--- src/rtl/seq_divider_pkg.sv ---
// Shared types and width constants for the iterative restoring divider.
// Holds the FSM state encoding and the iteration counter width helper.
package div_pkg;

  typedef enum logic [1:0] {
    IDLE,
    CALC,
    DONE
  } state_t;

  localparam int DW = 16;
  localparam int VW = 8;

  function automatic int cnt_width(input int w);
    return (w > 1) ? $clog2(w) : 1;
  endfunction

  localparam int CNT_W = cnt_width(DW);

endpackage

--- src/rtl/seq_divider_if.sv ---
// Operand/result handshake bundle for seq_divider.
// The master presents operands and consumes results; the divider is the slave.
interface seq_divider_if #(
  parameter int DW = div_pkg::DW,
  parameter int VW = div_pkg::VW
);

  logic          in_valid;
  logic          in_ready;
  logic [DW-1:0] dividend;
  logic [VW-1:0] divisor;
  logic          out_valid;
  logic          out_ready;
  logic [DW-1:0] quotient;
  logic [VW-1:0] remainder;
  logic          div_by_zero;

  modport master (
    output in_valid,
    output dividend,
    output divisor,
    output out_ready,
    input  in_ready,
    input  out_valid,
    input  quotient,
    input  remainder,
    input  div_by_zero
  );

  modport slave (
    input  in_valid,
    input  dividend,
    input  divisor,
    input  out_ready,
    output in_ready,
    output out_valid,
    output quotient,
    output remainder,
    output div_by_zero
  );

endinterface

--- src/rtl/seq_divider_div_step.sv ---
// One combinational restoring-division iteration: shift in the next dividend
// bit, then subtract the divisor when it fits.
module div_step
  import div_pkg::*;
#(
  parameter int VW = div_pkg::VW
) (
  input  logic [VW-1:0] r_reg,
  input  logic          q_msb,
  input  logic [VW-1:0] divisor,
  output logic [VW-1:0] r_next,
  output logic          q_bit
);

  // The shifted partial remainder needs one extra bit, so the compare and
  // subtract run at VW+1 bits; after a subtract the result is below divisor.
  logic [VW:0] r_shift;
  logic [VW:0] r_diff;

  always_comb begin
    r_shift = {r_reg, q_msb};
    r_diff  = r_shift - {1'b0, divisor};
    q_bit   = (r_shift >= {1'b0, divisor});
    r_next  = q_bit ? r_diff[VW-1:0] : r_shift[VW-1:0];
  end

endmodule

--- src/rtl/seq_divider.sv ---
// Iterative restoring unsigned divider, one quotient bit per clock, behind
// valid/ready handshakes on both the operand and the result side.
module seq_divider
  import div_pkg::*;
#(
  parameter int DW = div_pkg::DW,
  parameter int VW = div_pkg::VW
) (
  input logic          clk,
  input logic          rst_n,
  seq_divider_if.slave bus
);

  localparam int CW = cnt_width(DW);

  state_t        state;
  logic [DW-1:0] q_reg;
  logic [VW-1:0] r_reg;
  logic [VW-1:0] divisor_reg;
  logic [CW-1:0] counter;

  logic [VW-1:0] r_next;
  logic          q_bit;
  logic [DW-1:0] q_next;

  div_step #(.VW(VW)) u_step (
    .r_reg   (r_reg),
    .q_msb   (q_reg[DW-1]),
    .divisor (divisor_reg),
    .r_next  (r_next),
    .q_bit   (q_bit)
  );

  assign q_next = {q_reg[DW-2:0], q_bit};

  // Result registers only change on completion, so nothing partial is ever
  // visible; a zero divisor skips CALC and reports one edge after accept.
  always_ff @(posedge clk or negedge rst_n) begin
    if (!rst_n) begin
      state           <= IDLE;
      bus.in_ready    <= 1'b1;
      bus.out_valid   <= 1'b0;
      bus.quotient    <= '0;
      bus.remainder   <= '0;
      bus.div_by_zero <= 1'b0;
      q_reg           <= '0;
      r_reg           <= '0;
      divisor_reg     <= '0;
      counter         <= '0;
    end else begin
      case (state)
        IDLE: begin
          if (bus.in_valid && bus.in_ready) begin
            bus.in_ready <= 1'b0;
            divisor_reg  <= bus.divisor;
            if (bus.divisor == '0) begin
              state           <= DONE;
              bus.quotient    <= '1;
              bus.remainder   <= bus.dividend[VW-1:0];
              bus.div_by_zero <= 1'b1;
            end else begin
              state   <= CALC;
              q_reg   <= bus.dividend;
              r_reg   <= '0;
              counter <= CW'(DW - 1);
            end
          end
        end

        CALC: begin
          q_reg <= q_next;
          r_reg <= r_next;
          if (counter == '0) begin
            state           <= DONE;
            bus.out_valid   <= 1'b1;
            bus.quotient    <= q_next;
            bus.remainder   <= r_next;
            bus.div_by_zero <= 1'b0;
          end else begin
            counter <= counter - 1'b1;
          end
        end

        DONE: begin
          if (bus.out_valid && bus.out_ready) begin
            state         <= IDLE;
            bus.out_valid <= 1'b0;
            bus.in_ready  <= 1'b1;
          end else begin
            bus.out_valid <= 1'b1;
          end
        end

        default: begin
          state         <= IDLE;
          bus.in_ready  <= 1'b1;
          bus.out_valid <= 1'b0;
        end
      endcase
    end
  end

endmodule

--- src/flat_wrapper.sv ---
// flat-port wrapper written by rule: the top's interface ports become plain ports
module seq_divider_flat import div_pkg::*;
#(
  parameter int DW = div_pkg::DW,
  parameter int VW = div_pkg::VW
)
  (clk, rst_n, bus_in_valid, bus_dividend, bus_divisor, bus_out_ready, bus_in_ready, bus_out_valid, bus_quotient, bus_remainder, bus_div_by_zero);
  seq_divider_if #(.DW(DW), .VW(VW)) bus_i ();
  input logic clk;
  input logic rst_n;
  input wire logic [$bits(bus_i.in_valid)-1:0] bus_in_valid;
  input wire logic [$bits(bus_i.dividend)-1:0] bus_dividend;
  input wire logic [$bits(bus_i.divisor)-1:0] bus_divisor;
  input wire logic [$bits(bus_i.out_ready)-1:0] bus_out_ready;
  output wire logic [$bits(bus_i.in_ready)-1:0] bus_in_ready;
  output wire logic [$bits(bus_i.out_valid)-1:0] bus_out_valid;
  output wire logic [$bits(bus_i.quotient)-1:0] bus_quotient;
  output wire logic [$bits(bus_i.remainder)-1:0] bus_remainder;
  output wire logic [$bits(bus_i.div_by_zero)-1:0] bus_div_by_zero;
  assign bus_i.in_valid = bus_in_valid;
  assign bus_i.dividend = bus_dividend;
  assign bus_i.divisor = bus_divisor;
  assign bus_i.out_ready = bus_out_ready;
  assign bus_in_ready = bus_i.in_ready;
  assign bus_out_valid = bus_i.out_valid;
  assign bus_quotient = bus_i.quotient;
  assign bus_remainder = bus_i.remainder;
  assign bus_div_by_zero = bus_i.div_by_zero;
  seq_divider #(.DW(DW), .VW(VW)) u_core (.clk(clk), .rst_n(rst_n), .bus(bus_i));
endmodule
--- config.mk ---
export PLATFORM = sky130hd
export DESIGN_NAME = seq_divider_flat
export DESIGN_NICKNAME = d
export VERILOG_FILES = /design/src/rtl/seq_divider_pkg.sv /design/src/rtl/seq_divider_if.sv /design/src/rtl/seq_divider_div_step.sv /design/src/rtl/seq_divider.sv /design/src/flat_wrapper.sv
export SDC_FILE = /design/constraint.sdc
export NUM_CORES = 1
export LEC_CHECK = 0
export BUFFER_PORTS_ARGS = -buffer_cell sky130_fd_sc_hd__buf_2
export CORE_MARGIN = 8
export CORE_UTILIZATION = 25
export CTS_CLUSTER_DIAMETER = 30
export DETAILED_ROUTE_END_ITERATION = 10
export SLEW_MARGIN = 20
export SYNTH_ARGS = -nofsm -noshare
export SYNTH_HDL_FRONTEND = slang
export SYNTH_SLANG_ARGS = --single-unit
--- constraint.sdc ---
create_clock -name clk -period 7.2 [get_ports clk]
set_clock_uncertainty 0.15 [all_clocks]
set_input_delay 1.44 -clock clk [delete_from_list [all_inputs] [get_ports clk]]
set_output_delay 1.44 -clock clk [all_outputs]
set_load 0.005 [all_outputs]
# == After elaboration in Yosys (flattened, before gate mapping) ==
# Index checks and enable logic that the tools add are counted.
# totals
wordCells,70
reg_bits,65
out_inout_bits,27
in_bits,28
# classes
n_bitwise,2
order_cmp,1
n_mux,34
eq_ne,8
n_reduce_logical,13
addsub,2
# op_table
operator,n
16-bit 2-to-1 mux,5
16-bit one-hot mux with 2 select lines,2
8-bit 2-to-1 mux,6
8-bit one-hot mux with 2 select lines,2
4-bit 2-to-1 mux,3
9-bit by 8-bit greater-or-equal comparator with 1-bit output,1
3-bit AND reduction,3
8-bit logical NOT,1
2-bit 2-to-1 mux,4
"2-bit by 1-bit inequality test with 1-bit output, second input constant",4
4-bit one-hot mux with 2 select lines,1
4-bit AND reduction,2
8-bit subtractor,1
1-bit 2-to-1 mux,7
1-bit one-hot mux with 3 select lines,2
2-bit one-hot mux with 3 select lines,1
4-bit logical NOT,1
"2-bit inequality test, second input constant",2
2-bit AND reduction,2
"4-bit by 1-bit subtractor with 4-bit output, second input constant",1
"2-bit by 1-bit == test with 1-bit output, second input constant",1
"2-bit == test, second input constant",1
1-bit logical AND,2
2-bit logical NOT,1
3 further kinds,4

# == Depth between registers and ports, before layout ==
# Gate-level depths: netlist of run 1.
# depth
ltp_word,4
depth_mapped,10
mapped_depth_nobuf,9

# == Cells and area by module ==
# Synthesis of run 1 repeated with hierarchy kept, for this count alone.
# hier_totals
hier_cells,327
hier_area_um2,3752.3
# by_module_without_submodules
module,instances,cells_each,seq_area_each_um2,area_per_inst_um2
seq_divider,1,261,1627.8,3213.1
div_step,1,66,0.0,539.3

# == Least setup slack after synthesis of run 1 ==
# No wires, ideal clock.
# synth_path
path_type,input to register
startpoint,in bus_divisor[5]
endpoint,reg u_core.bus.quotient[10]
stages,7
n_path_buf,1
required_time_ns,6.929
setup_slack_ns,4.145
t_arrival_ns,2.784
setup_time_ns,0.121
cell_sequence,or4_4 nor2_4 a21boi_4 nor2_8 nand2_4 buf_6 o22a_1
# synth_via
elab_chain_len,3
# synth_rtl
element,line,text
from (decl),flat_wrapper.sv:13,input wire logic [$bits(bus_i.divisor)-1:0] bus_divisor;
8-bit logical NOT,seq_divider.sv:56,if (bus.divisor == '0) begin
2-bit by 1-bit inequality test with 1-bit output (no line),-,
4-bit AND reduction (no line),-,
to (signal assigned),seq_divider.sv:76,bus.quotient <= q_next;
to (decl),seq_divider_if.sv:37,"output quotient,"
# Every way passes these cells.
# A chain may end at the register's enable or synchronous reset.

# == Worst setup path after layout of run 1 ==
# layout_path
startpoint,in bus_divisor[5]
endpoint,reg u_core.bus.quotient[15]
# Same word-level chain as after synthesis.

==> summary.md, run 1 <==
| Metric | Value |
|---|---|
| Outcome | finished, final reports clean |
| Sw Pwr | 0.000830 W |
| Crit Path Category | in2reg |
| Switch share | 0.413 |
| Max rail drop VDD | 141 uV |
| Flop pwr share | 0.308 |
| CTS sink cnt | 65 |
| Die width | 131 um |
| Final core occ | 0.308 |
| CTS tree | built |
| Syn_nets | 359 |
| Comb pwr share | 0.474 |
| Final Hold Fails | 0 |
| Post-Synth XOR/XNOR Area | 0.0105 |
| Worst path depth | 7 |
| MaxCap Viol Count | 0 |
| Hold Crit Depth | 2 |
| Hold WC Path Type | reg2reg |
| Post-DRT Antenna Nets | 0 |
| Die Area | 0.0173 sq mm |
| Share of the synthesized area in the top cell type | 0.481 |
| CP Launch Type | input port |
| Area Growth Syn to Fin | 21.6% |
| CP arrival | 3.27 ns |
| Unrepaired setup endpoints after global routing | no |
| Relative slew slack | 0.445 |
| Global-route wire length before repair | 14,100 um |
| Post-CTS Setup Inserts | 0 |
| Slew of the pin with the lowest slew margin | 0.833 ns |
| Post-synthesis cell count | 318 |
| Crit-path cells | buf_2 -> or4_4 -> nor2_4 -> a21boi_4 -> nor2_8 -> nand2_4 -> o22a_1 |
| Layout cells sized above 1 | 0.256 |
| Skew-Pair Late Insertion Delay | 0.34 ns |
| Initial antenna violation count | 0 |
| I/O pin count | 55 |
| H-Tree Depth | 3 |
| WP buf/inv | 1 |
| Main flop type after synthesis | dfrtp_1 |
| Largest net degree at the start of global routing | 66 |
| PostCTS Resize Cnt | 0 |
| Adder-Cell Fraction of Synth Area | 0.0511 |
| Drt via density | 4.63 |
| P_int | 0.00118 W |
| Mux contribution to synthesized area | 0.0827 |
| Max FO, Critical Path | 24 |
| Final setup vio count | 0 |
| # nets final | 411 |
| Synth area leaders | dfrtp_1 (48%), mux2i_1 (5.1%), o21ai_0 (4.8%) |
| EDFF count, synth | 0 |
| Number of core rows | 42 |
| FF-to-FF path depth | 7 |
| Number of global-route vias before repair | 2,770 |
| Clk root buf | clkbuf_16 |
| CP max stage cell | or4_4 |
| Max frequency | 312 MHz |
| Detailed Route WL | 8400 um |
| Largest family of logic cells by synthesized area | compound AO/OA/AOI/OAI gates |
| Buffers on Ports | 54 |
| Post-CTS Hold Buffers | 0 |
| Critical Path End Type | register |
| Worst path max stage delay | 0.55 ns |
| Synth warn | 0 |
| Initial Util | 0.253 |
| Yosys top cell by area | dfrtp_1 |
| Syn Area/Cell | 10.5 sq um |
| Via count | 2,552 |
| Synth Area in Compound Gates | 0.194 |
| Tot GR Track Use | 0.102 |
| Pwr Total | 0.00201 W |
| Mean routed wirelength per cell | 15.3 um |
| Cell family with most CP delay | simple AND/OR/NAND/NOR gates |
| Core area | 0.0131 sq mm |
| Inserted Diodes | 0 |
| Global route overflow | 0 |
| Max Buffers Root-to-Sink | 2 |
| Gpl congestion | 0.837 |
| Dpl hpwl | 6190 um |
| Detailed router's first-iteration violation count | 131 |
| Period utilization | 0.445 |
| Clock power share | 0.218 |
| Simple-gate share of the synthesized area | 0.129 |
| Power Density | 497 mW/mm^2 |
| Leakage | 1.75 nW |
| DRC violations left | 0 |
| Cell Area, Synth | 0.00333 sq mm |
| Num CTS Buffers | 9 |
| Max-slew violations | 0 |
| Netlist cell types | 51 |
| Die Span Y | 131 um |
| Pre-antenna DRT Iters | 5 |
| Sequential share of the synthesized area | 0.489 |
| CP required | 7.27 ns |
| Register bit count reported by yosys | 65 |
| Async set or reset register ratio after synthesis | 1.00 |
| Minimum clock period | 3.20 ns |
| Clock-pin slew on the worst setup and hold paths | 0.05 ns |
| TNS Setup | 0 ns |
[area by class of cell]
| cell class | instances | area, sq um |
|---|---|---|
| clock buffer | 9 | 225 |
| tap | 176 | 220 |
| timing repair buffer | 56 | 285 |
| multi-input combinational | 223 | 1560 |
| fill | 1378 | 9090 |
| inverter | 15 | 56.3 |
| clock inverter | 7 | 70.1 |
| sequential | 65 | 1630 |
[through the flow]
step | setup slack (ns) | instance area, sq um | hold slack, ns | std cells
6_report | 4.00 | 4050 | 0.327 | 551
5_1_grt | 3.90 | 4050 | 0.369 | 551
4_1_cts | 3.70 | 4040 | 0.337 | 551
3_5_place_dp | 3.35 | 3750 | 0.325 | 535
3_3_place_gp | 3.45 | 3750 | 0.315 | 535
2_1_floorplan | 4.14 | 3330 | 0.319 | 318
[worst paths after layout]
kind	start	end	slack, ns
worst min-delay path	u_core.bus.div_by_zero	u_core.bus.div_by_zero	0.33
max in group asynchronous	rst_n	u_core.bus.div_by_zero	5.21
worst max-delay path	bus_divisor[5]	u_core.bus.quotient[15]	4.00
min in group asynchronous	rst_n	u_core.divisor_reg[5]	1.13
worst min register to register	u_core.bus.div_by_zero	u_core.bus.div_by_zero	0.33
worst max register to register	u_core.counter[0]	u_core.bus.quotient[15]	4.42
[logic make-up after synthesis]
group,after synthesis
AO/OA/AOI/OAI,96
AND/OR/NAND/NOR,84
flip-flops,65
buffers and inverters,30
multiplexers,26
adder cells (fa/ha/maj),13
XOR/XNOR,4
[cells in the final DEF (no fill, tap or decap), types with 4 or more instances in the layout]
cell       count
dfrtp_1       64
buf_2         54
nand2_1       40
o21ai_0       32
mux2i_1       17
inv_1         15
o22a_1        15
nor2_1        12
a21oi_1       12
a31oi_1       12
ha_1          12
clkbuf_16      9
mux2_2         8
nor3_1         6
nand3_1        5
o21bai_1       5
xnor2_1        4
[cell usage after synthesis (2+ instances only)]
library cell / instances
a21boi_0: 2
nand2_1: 40
o211ai_2: 2
o21ai_1: 2
a31oi_1: 12
mux2i_1: 17
clkbuf_1: 3
a21o_1: 3
mux2_2: 8
o21a_1: 2
nor2b_1: 2
buf_2: 6
o21ai_0: 32
nor2_4: 2
dfrtp_1: 64
nor3_1: 6
xnor2_1: 4
inv_1: 15
or2_1: 2
and3_1: 2
ha_1: 12
a21oi_1: 12
or4_4: 2
o21bai_1: 5
nand2b_1: 3
nor2_1: 12
nand3_1: 5
buf_4: 2
buf_6: 2
o22a_1: 15
o31ai_1: 2
[power by group through the flow]
stage,Sequential (W),Clock (W),Combinational [W]
after global routing,0.000643,0.000458,0.00108
final,0.000619,0.000437,0.000953
after CTS,0.000622,0.000447,0.000964
after detailed placement,0.000627,0,0.000959
after floorplan,0.000602,0,0.000745
after global placement,0.000620,0,0.000934
[layer usage]
| metal | routed length, um | GRT usage | part of all wire |
|---|---|---|---|
| met1 | 3610 | 0.114 | 0.43 |
| met2 | 4210 | 0.175 | 0.50 |
| met3 | 390 | 0.0297 | 0.046 |
| met4 | 190 | 0.0485 | 0.023 |
| met5 | 0 | 0 | 0 |
[worst register-to-register path: cells and delay by family (launching register included)]
kind,cells,cell delay (ns)
AOI/OAI and AO/OA,1,0.25
adders and majority gates,1,0.18
buffers and inverters,1,0.07
DFF,1,0.40
and+or+nand+nor,4,1.63
Note: power is estimated with default switching activity, not from simulation.
==> run 2: changes to the inputs <==
==> constraint.sdc (replaced) <==
create_clock -name clk -period 2.57 [get_ports clk]
set_clock_uncertainty 0.15 [all_clocks]
set_input_delay 0.514 -clock clk [delete_from_list [all_inputs] [get_ports clk]]
set_output_delay 0.514 -clock clk [all_outputs]
set_load 0.005 [all_outputs]
==> run 2 against run 1 <==
Critical path type is now reg2reg. Critical path depth increased by 1. Design area increased by 2.6%. Worst hold slack got worse by 0.30 ns. Utilization increased by 0.81 points. Total power increased to 2.9 times the previous value.
==> summary.md, run 2 (same netlist as run 1, synthesis figures left out) <==
| Metric | Value |
|---|---|
| Max rail drop VDD | 412 uV (+190%) |
| Gpl congestion | 0.791 (-5.5%) |
| Clk root buf | clkbuf_16 |
| MaxCap Viol Count | 0 (unchanged) |
| Core area | 0.0131 sq mm (unchanged) |
| Initial Util | 0.253 (unchanged) |
| Post-CTS Setup Inserts | 0 (unchanged) |
| Layout cells sized above 1 | 0.271 (+0.0148) |
| Crit Path Category | reg2reg |
| Number of global-route vias before repair | 2,773 (+0.11%) |
| Die width | 131 um (unchanged) |
| Fillers | 1,354 (-1.7%) |
| Buffers on Ports | 54 (unchanged) |
| Final setup vio count | 0 (unchanged) |
| P_int | 0.00345 W (+190%) |
| Final Hold Fails | 0 (unchanged) |
| Post-DRT Antenna Nets | 0 (unchanged) |
| Area of the multi-input gates | 0.00157 sq mm (+0.40%) |
| Leakage | 1.80 nW (+3.4%) |
| Die Area | 0.0173 sq mm (unchanged) |
| DRC violations left | 0 (unchanged) |
| CP Launch Type | register |
| Global route overflow | 0 (unchanged) |
| Reg area | 0.00163 sq mm (unchanged) |
| Via count | 2,596 (+1.7%) |
| Most common cell after layout, fill and taps aside | dfrtp_1 |
| Met3 usage | 0.0343 (+0.00457) |
| H-Tree Depth | 3 (unchanged) |
| Slew of the pin with the lowest slew margin | 0.736 ns (-0.0971 ns) |
| Met1 GRT Util | 0.120 (+0.00686) |
| Outcome | finished, final reports clean |
| Mean routed wirelength per cell | 15.2 um (-0.49%) |
| Unrepaired setup endpoints after global routing | no |
| # nets final | 421 (+2.4%) |
| Sw Pwr | 0.00236 W (+180%) |
| Die Span Y | 131 um (unchanged) |
| Grt met2 use | 0.163 (-0.0120) |
| Num CTS Buffers | 9 (unchanged) |
| Skew-Pair Late Insertion Delay | 0.34 ns (about the same) |
| Clock power share | 0.209 (-0.009) |
| Placed cell areas | 0.00385 sq mm (+2.7%) |
| Largest net degree at the start of global routing | 66 (unchanged) |
| Final core occ | 0.316 (+0.00810) |
| Number of core rows | 42 (unchanged) |
| Max-slew violations | 0 (unchanged) |
| Clock-pin slew on the worst setup and hold paths | 0.05 ns (about the same) |
| Drt via density | 4.64 (about the same) |
| Tot GR Track Use | 0.103 (+0.00175) |
| Fin area | 0.00415 sq mm (+2.6%) |
| Max Buffers Root-to-Sink | 2 (unchanged) |
| Detailed router's first-iteration violation count | 113 (-14%) |
| Pre-antenna DRT Iters | 4 (-1) |
| Max FO, Critical Path | 7 (-71%) |
| Relative slew slack | 0.508 (+0.0630) |
| Detailed Route WL | 8500 um (+1.1%) |
| Hold WC Path Type | in2async |
| Switch share | 0.406 (-0.00689) |
| CP arrival | 2.51 ns (-0.76 ns) |
| Dpl hpwl | 6440 um (+4.1%) |
| Power Density | 1400 mW/mm^2 (+180%) |
| TNS Setup | 0 ns (unchanged) |
| Global-route wire length before repair | 14,400 um (+2.1%) |
| Max frequency | 408 MHz |
| Flop pwr share | 0.299 (-0.009) |
| Pwr Total | 0.00582 W (+190%) |
| GR peak layer | met2 |
| Inserted Diodes | 0 (unchanged) |
| I/O pin count | 55 (unchanged) |
| Critical Path End Type | register |
| Initial antenna violation count | 0 (unchanged) |
| CTS tree | built |
| Area Growth Syn to Fin | 24.8% |
| CTS sink cnt | 65 (unchanged) |
| CP required | 2.63 ns (-4.64 ns) |
| Comb pwr share | 0.492 (+0.018) |
| Minimum clock period | 2.45 ns |
| Period utilization | 0.953 |
| Most frequent cells in the layout | dfrtp_1 (64), buf_2 (54), nand2_1 (40), o21ai_0 (31), mux2i_1 (17) |
[run 2: power groups by stage]
stage               Sequential (W)  Clock, W  Combinational (W)
floorplan                  0.00169         0            0.00209
global placement           0.00174         0            0.00278
detailed placement         0.00176         0            0.00285
CTS                        0.00174   0.00124            0.00286
global route               0.00180   0.00129            0.00323
finish                     0.00174   0.00122            0.00286
[run 2: what timing repair did]
action | in CTS | in global routing
hold buffers | 0 | 0
resized for setup | 0 | 3
hold endpoints to repair | 0 | 0
endpoints found under the setup margin | 0 | 16
[run 2: per-stage QoR]
step                setup WS, ns  hold slack [ns]  cells
finish                     0.121           0.0278    560
global route              0.0173           0.0509    560
detailed placement        0.0765            0.338    545
CTS                       0.0439           0.0555    560
floorplan                  0.173           0.0684    318
global placement           0.163            0.330    545
[run 2: final cells by class]
type                    count  area share
flip-flops and latches     65       0.392
clock inverters             5      0.0136
repair buffers             66      0.0928
clock buffers              10      0.0575
well taps                 176      0.0530
inverters                  15      0.0136
multi-input cells         223       0.378
[run 2: per-layer routing]
metal,vias to the layer above,routed length (um)
met5,-,0
met4,0,254
met3,19,555
met2,57,3960
met1,1255,3730
li1,1265,-
[run 2: path summary, 6_finish.rpt]
path / from / endpoint / slack, ns / cells after the start
hold reg to reg: u_core.bus.div_by_zero / u_core.bus.div_by_zero / 0.34 / 2
setup / recovery: u_core.r_reg[2] / u_core.bus.remainder[0] / 0.12 / 8
setup reg to reg: u_core.r_reg[2] / u_core.bus.remainder[0] / 0.12 / 8
min in group clk: bus_divisor[5] / u_core.divisor_reg[5] / 0.29 / 2
hold / removal: rst_n / u_core.divisor_reg[1] / 0.03 / 2
max in group asynchronous: rst_n / u_core.q_reg[4] / 1.94 / 2
[run 2: worst max-delay path, stage by stage, from the launching register on]
cell and delay, ns:
dfrtp_1 0.41, ha_1 0.36, nand2_1 0.11, a211oi_2 0.39, nor4_4 0.10, or2_1 0.26, buf_4 0.17, a21oi_1 0.24
o221ai_2 0.14
==> run 3: changes to the inputs <==
--- a/config.mk
+++ b/config.mk
@@ -8,6 +8,7 @@
 export BUFFER_PORTS_ARGS = -buffer_cell sky130_fd_sc_hd__buf_2
 export CORE_MARGIN = 8
 export CORE_UTILIZATION = 25
+export CTS_BUF_LIST = sky130_fd_sc_hd__clkbuf_8
 export CTS_CLUSTER_DIAMETER = 30
 export DETAILED_ROUTE_END_ITERATION = 10
 export SLEW_MARGIN = 20
==> run 3 against run 2 <==
Global-route usage fell by 0.074 points. Die area unchanged. Flip-flop and latch count is the same. First-iteration DRC count grew 37%. Count of clock-buffer cells in the layout is the same. Utilization fell by 0.77 points. Largest power group unchanged.
==> summary.md, run 3 (same netlist as run 1, synthesis figures left out) <==
| Metric | Value |
|---|---|
| Outcome | finished, final reports clean |
| H-Tree Depth | 3 (unchanged) |
| MaxCap Viol Count | 0 (unchanged) |
| CTS sink cnt | 65 (unchanged) |
| CP Launch Type | register |
| Initial Util | 0.253 (unchanged) |
| Max Buffers Root-to-Sink | 2 (unchanged) |
| Crit Path Category | reg2reg |
| Tot GR Track Use | 0.103 (-0.000737) |
| Finished Layout Cells | 560 (unchanged) |
| Uppermost layer routed | met4 |
| Skew-Pair Late Insertion Delay | 0.35 ns (about the same) |
| Clock-pin slew on the worst setup and hold paths | 0.07 ns (+0.02 ns) |
| Most common cell after layout, fill and taps aside | dfrtp_1 |
| Unrepaired setup endpoints after global routing | no |
| # nets final | 421 (unchanged) |
| Slew of the pin with the lowest slew margin | 0.732 ns (-0.00384 ns) |
| Minimum clock period | 2.44 ns (-0.0105 ns) |
| Layout cells sized above 1 | 0.271 (unchanged) |
| Die width | 131 um (unchanged) |
| Hold slack | 0.0151 ns (-0.0128 ns) |
| CP required | 2.64 ns (about the same) |
| Detailed Route WL | 8510 um (+0.15%) |
| Post-CTS Setup Inserts | 0 (unchanged) |
| Number of core rows | 42 (unchanged) |
| Post-DRT Antenna Nets | 0 (unchanged) |
| WL met1 | 3810 um (+2.2%) |
| Gpl congestion | 0.791 (unchanged) |
| DRC violations left | 0 (unchanged) |
| Clk root buf | clkbuf_8 |
| Reg2reg start | u_core.r_reg[2] |
| PostCTS Resize Cnt | 0 (unchanged) |
| I/O pin count | 55 (unchanged) |
| FF-to-FF path depth | 8 (unchanged) |
| Post-Place Setup Slack | 0.0765 ns (unchanged) |
| Reg area | 0.00163 sq mm (unchanged) |
| Fillers | 1,363 (+0.66%) |
| CP arrival | 2.51 ns (about the same) |
| Drt via density | 4.68 (+1.0%) |
| Global-route wire length before repair | 14,300 um (-0.53%) |
| Most frequent cells in the layout | dfrtp_1 (64), buf_2 (54), nand2_1 (40), o21ai_0 (31), mux2i_1 (17) |
| Dpl hpwl | 6440 um (unchanged) |
| Dpl cells | 545 (unchanged) |
| Met2 Wirelength | 3920 um (-1.1%) |
| Inserted Diodes | 0 (unchanged) |
| Mean routed wirelength per cell | 15.2 um (+0.15%) |
| Pwr Total | 0.00546 W (-6.0%) |
| WL met3 | 552 um (-0.54%) |
| Critical Path End Type | register |
| Global route overflow | 0 (unchanged) |
| Number of global-route vias before repair | 2,776 (+0.11%) |
| Max FO, Critical Path | 7 (unchanged) |
| Final setup vio count | 0 (unchanged) |
| Die Area | 0.0173 sq mm (unchanged) |
| Max-slew violations | 0 (unchanged) |
| Largest net degree at the start of global routing | 66 (unchanged) |
| Via count | 2,622 (+1.0%) |
| CTS tree | built |
| Period utilization | 0.949 (-0.00410) |
| Max rail drop VDD | 341 uV (-17%) |
| Detailed router's first-iteration violation count | 155 (+37%) |
| Pre-antenna DRT Iters | 4 (unchanged) |
| Buffers on Ports | 54 (unchanged) |
| Max frequency | 410 MHz (+0.43%) |
| Final Hold Fails | 0 (unchanged) |
| Leakage | 1.76 nW (-2.6%) |
| R2r setup slk | 0.13 ns (about the same) |
| Core area | 0.0131 sq mm (unchanged) |
| TNS Setup | 0 ns (unchanged) |
| Post-CTS Hold Buffers | 0 (unchanged) |
| Num CTS Buffers | 9 (unchanged) |
| Power Density | 1350 mW/mm^2 (-3.7%) |
| Reg2reg end | u_core.r_reg[0] |
| Initial antenna violation count | 0 (unchanged) |
| Die Span Y | 131 um (unchanged) |
| Area of the multi-input gates | 0.00157 sq mm (unchanged) |
| Area Growth Syn to Fin | 21.7% |
| Final worst setup slack | 0.132 ns (+0.0105 ns) |
| Relative slew slack | 0.510 (+0.00257) |
| Hold WC Path Type | in2async |
[run 3: cell counts in the layout (fill, tap and decap cells not counted)]
No cell type changed its count.
[run 3: area by class of cell]
type	count	area share
clock inverter	5	0.0139
timing repair buffer	66	0.0951
clock buffer	10	0.0340
inverter	15	0.0139
multi-input combinational	223	0.387
tap	176	0.0544
sequential	65	0.402
[run 3: report_power, final]
part / leakage [nW] / total (W) / internal (W) / switching (W)
sequential: 0.733 / 0.00174 / 0.00145 / 0.000287
combinational: 0.927 / 0.00286 / 0.00123 / 0.00162
clock: 0.0981 / 0.000871 / 0.000467 / 0.000404
[run 3: routing by layer]
| layer | track usage | up-vias |
|---|---|---|
| met5 | 0 | - |
| met4 | 0.0670 | 0 |
| met3 | 0.0301 | 18 |
| met2 | 0.161 | 62 |
| met1 | 0.121 | 1274 |
| li1 | - | 1268 |
[run 3: through the flow]
stage / util / instance area [sq um]
2_1_floorplan: - / 3330
3_3_place_gp: 0.293 / 3850
3_5_place_dp: 0.293 / 3850
4_1_cts: 0.308 / 4040
5_1_grt: 0.308 / 4050
6_report: 0.308 / 4050
[run 3: how the worst max path moves through the flow]
stage | from | to | slack, ns
floorplan | u_core.r_reg[5] | u_core.bus.remainder[1] | 0.17
global placement | u_core.r_reg[5] | u_core.bus.remainder[1] | 0.16
detailed placement | u_core.r_reg[5] | u_core.bus.remainder[1] | 0.08
CTS | u_core.r_reg[5] | u_core.bus.remainder[1] | 0.05
global route | u_core.divisor_reg[1] | u_core.bus.remainder[0] | 0.02
finish | u_core.r_reg[2] | u_core.r_reg[0] | 0.13
[run 3: worst max-delay path, cell delays in order, from the launching register on]
cell and delay [ns]:
dfrtp_1 0.41, ha_1 0.35, nand2_1 0.11, a211oi_2 0.39, nor4_4 0.10, or2_1 0.26, buf_4 0.17, a21oi_1 0.24
o22ai_1 0.13
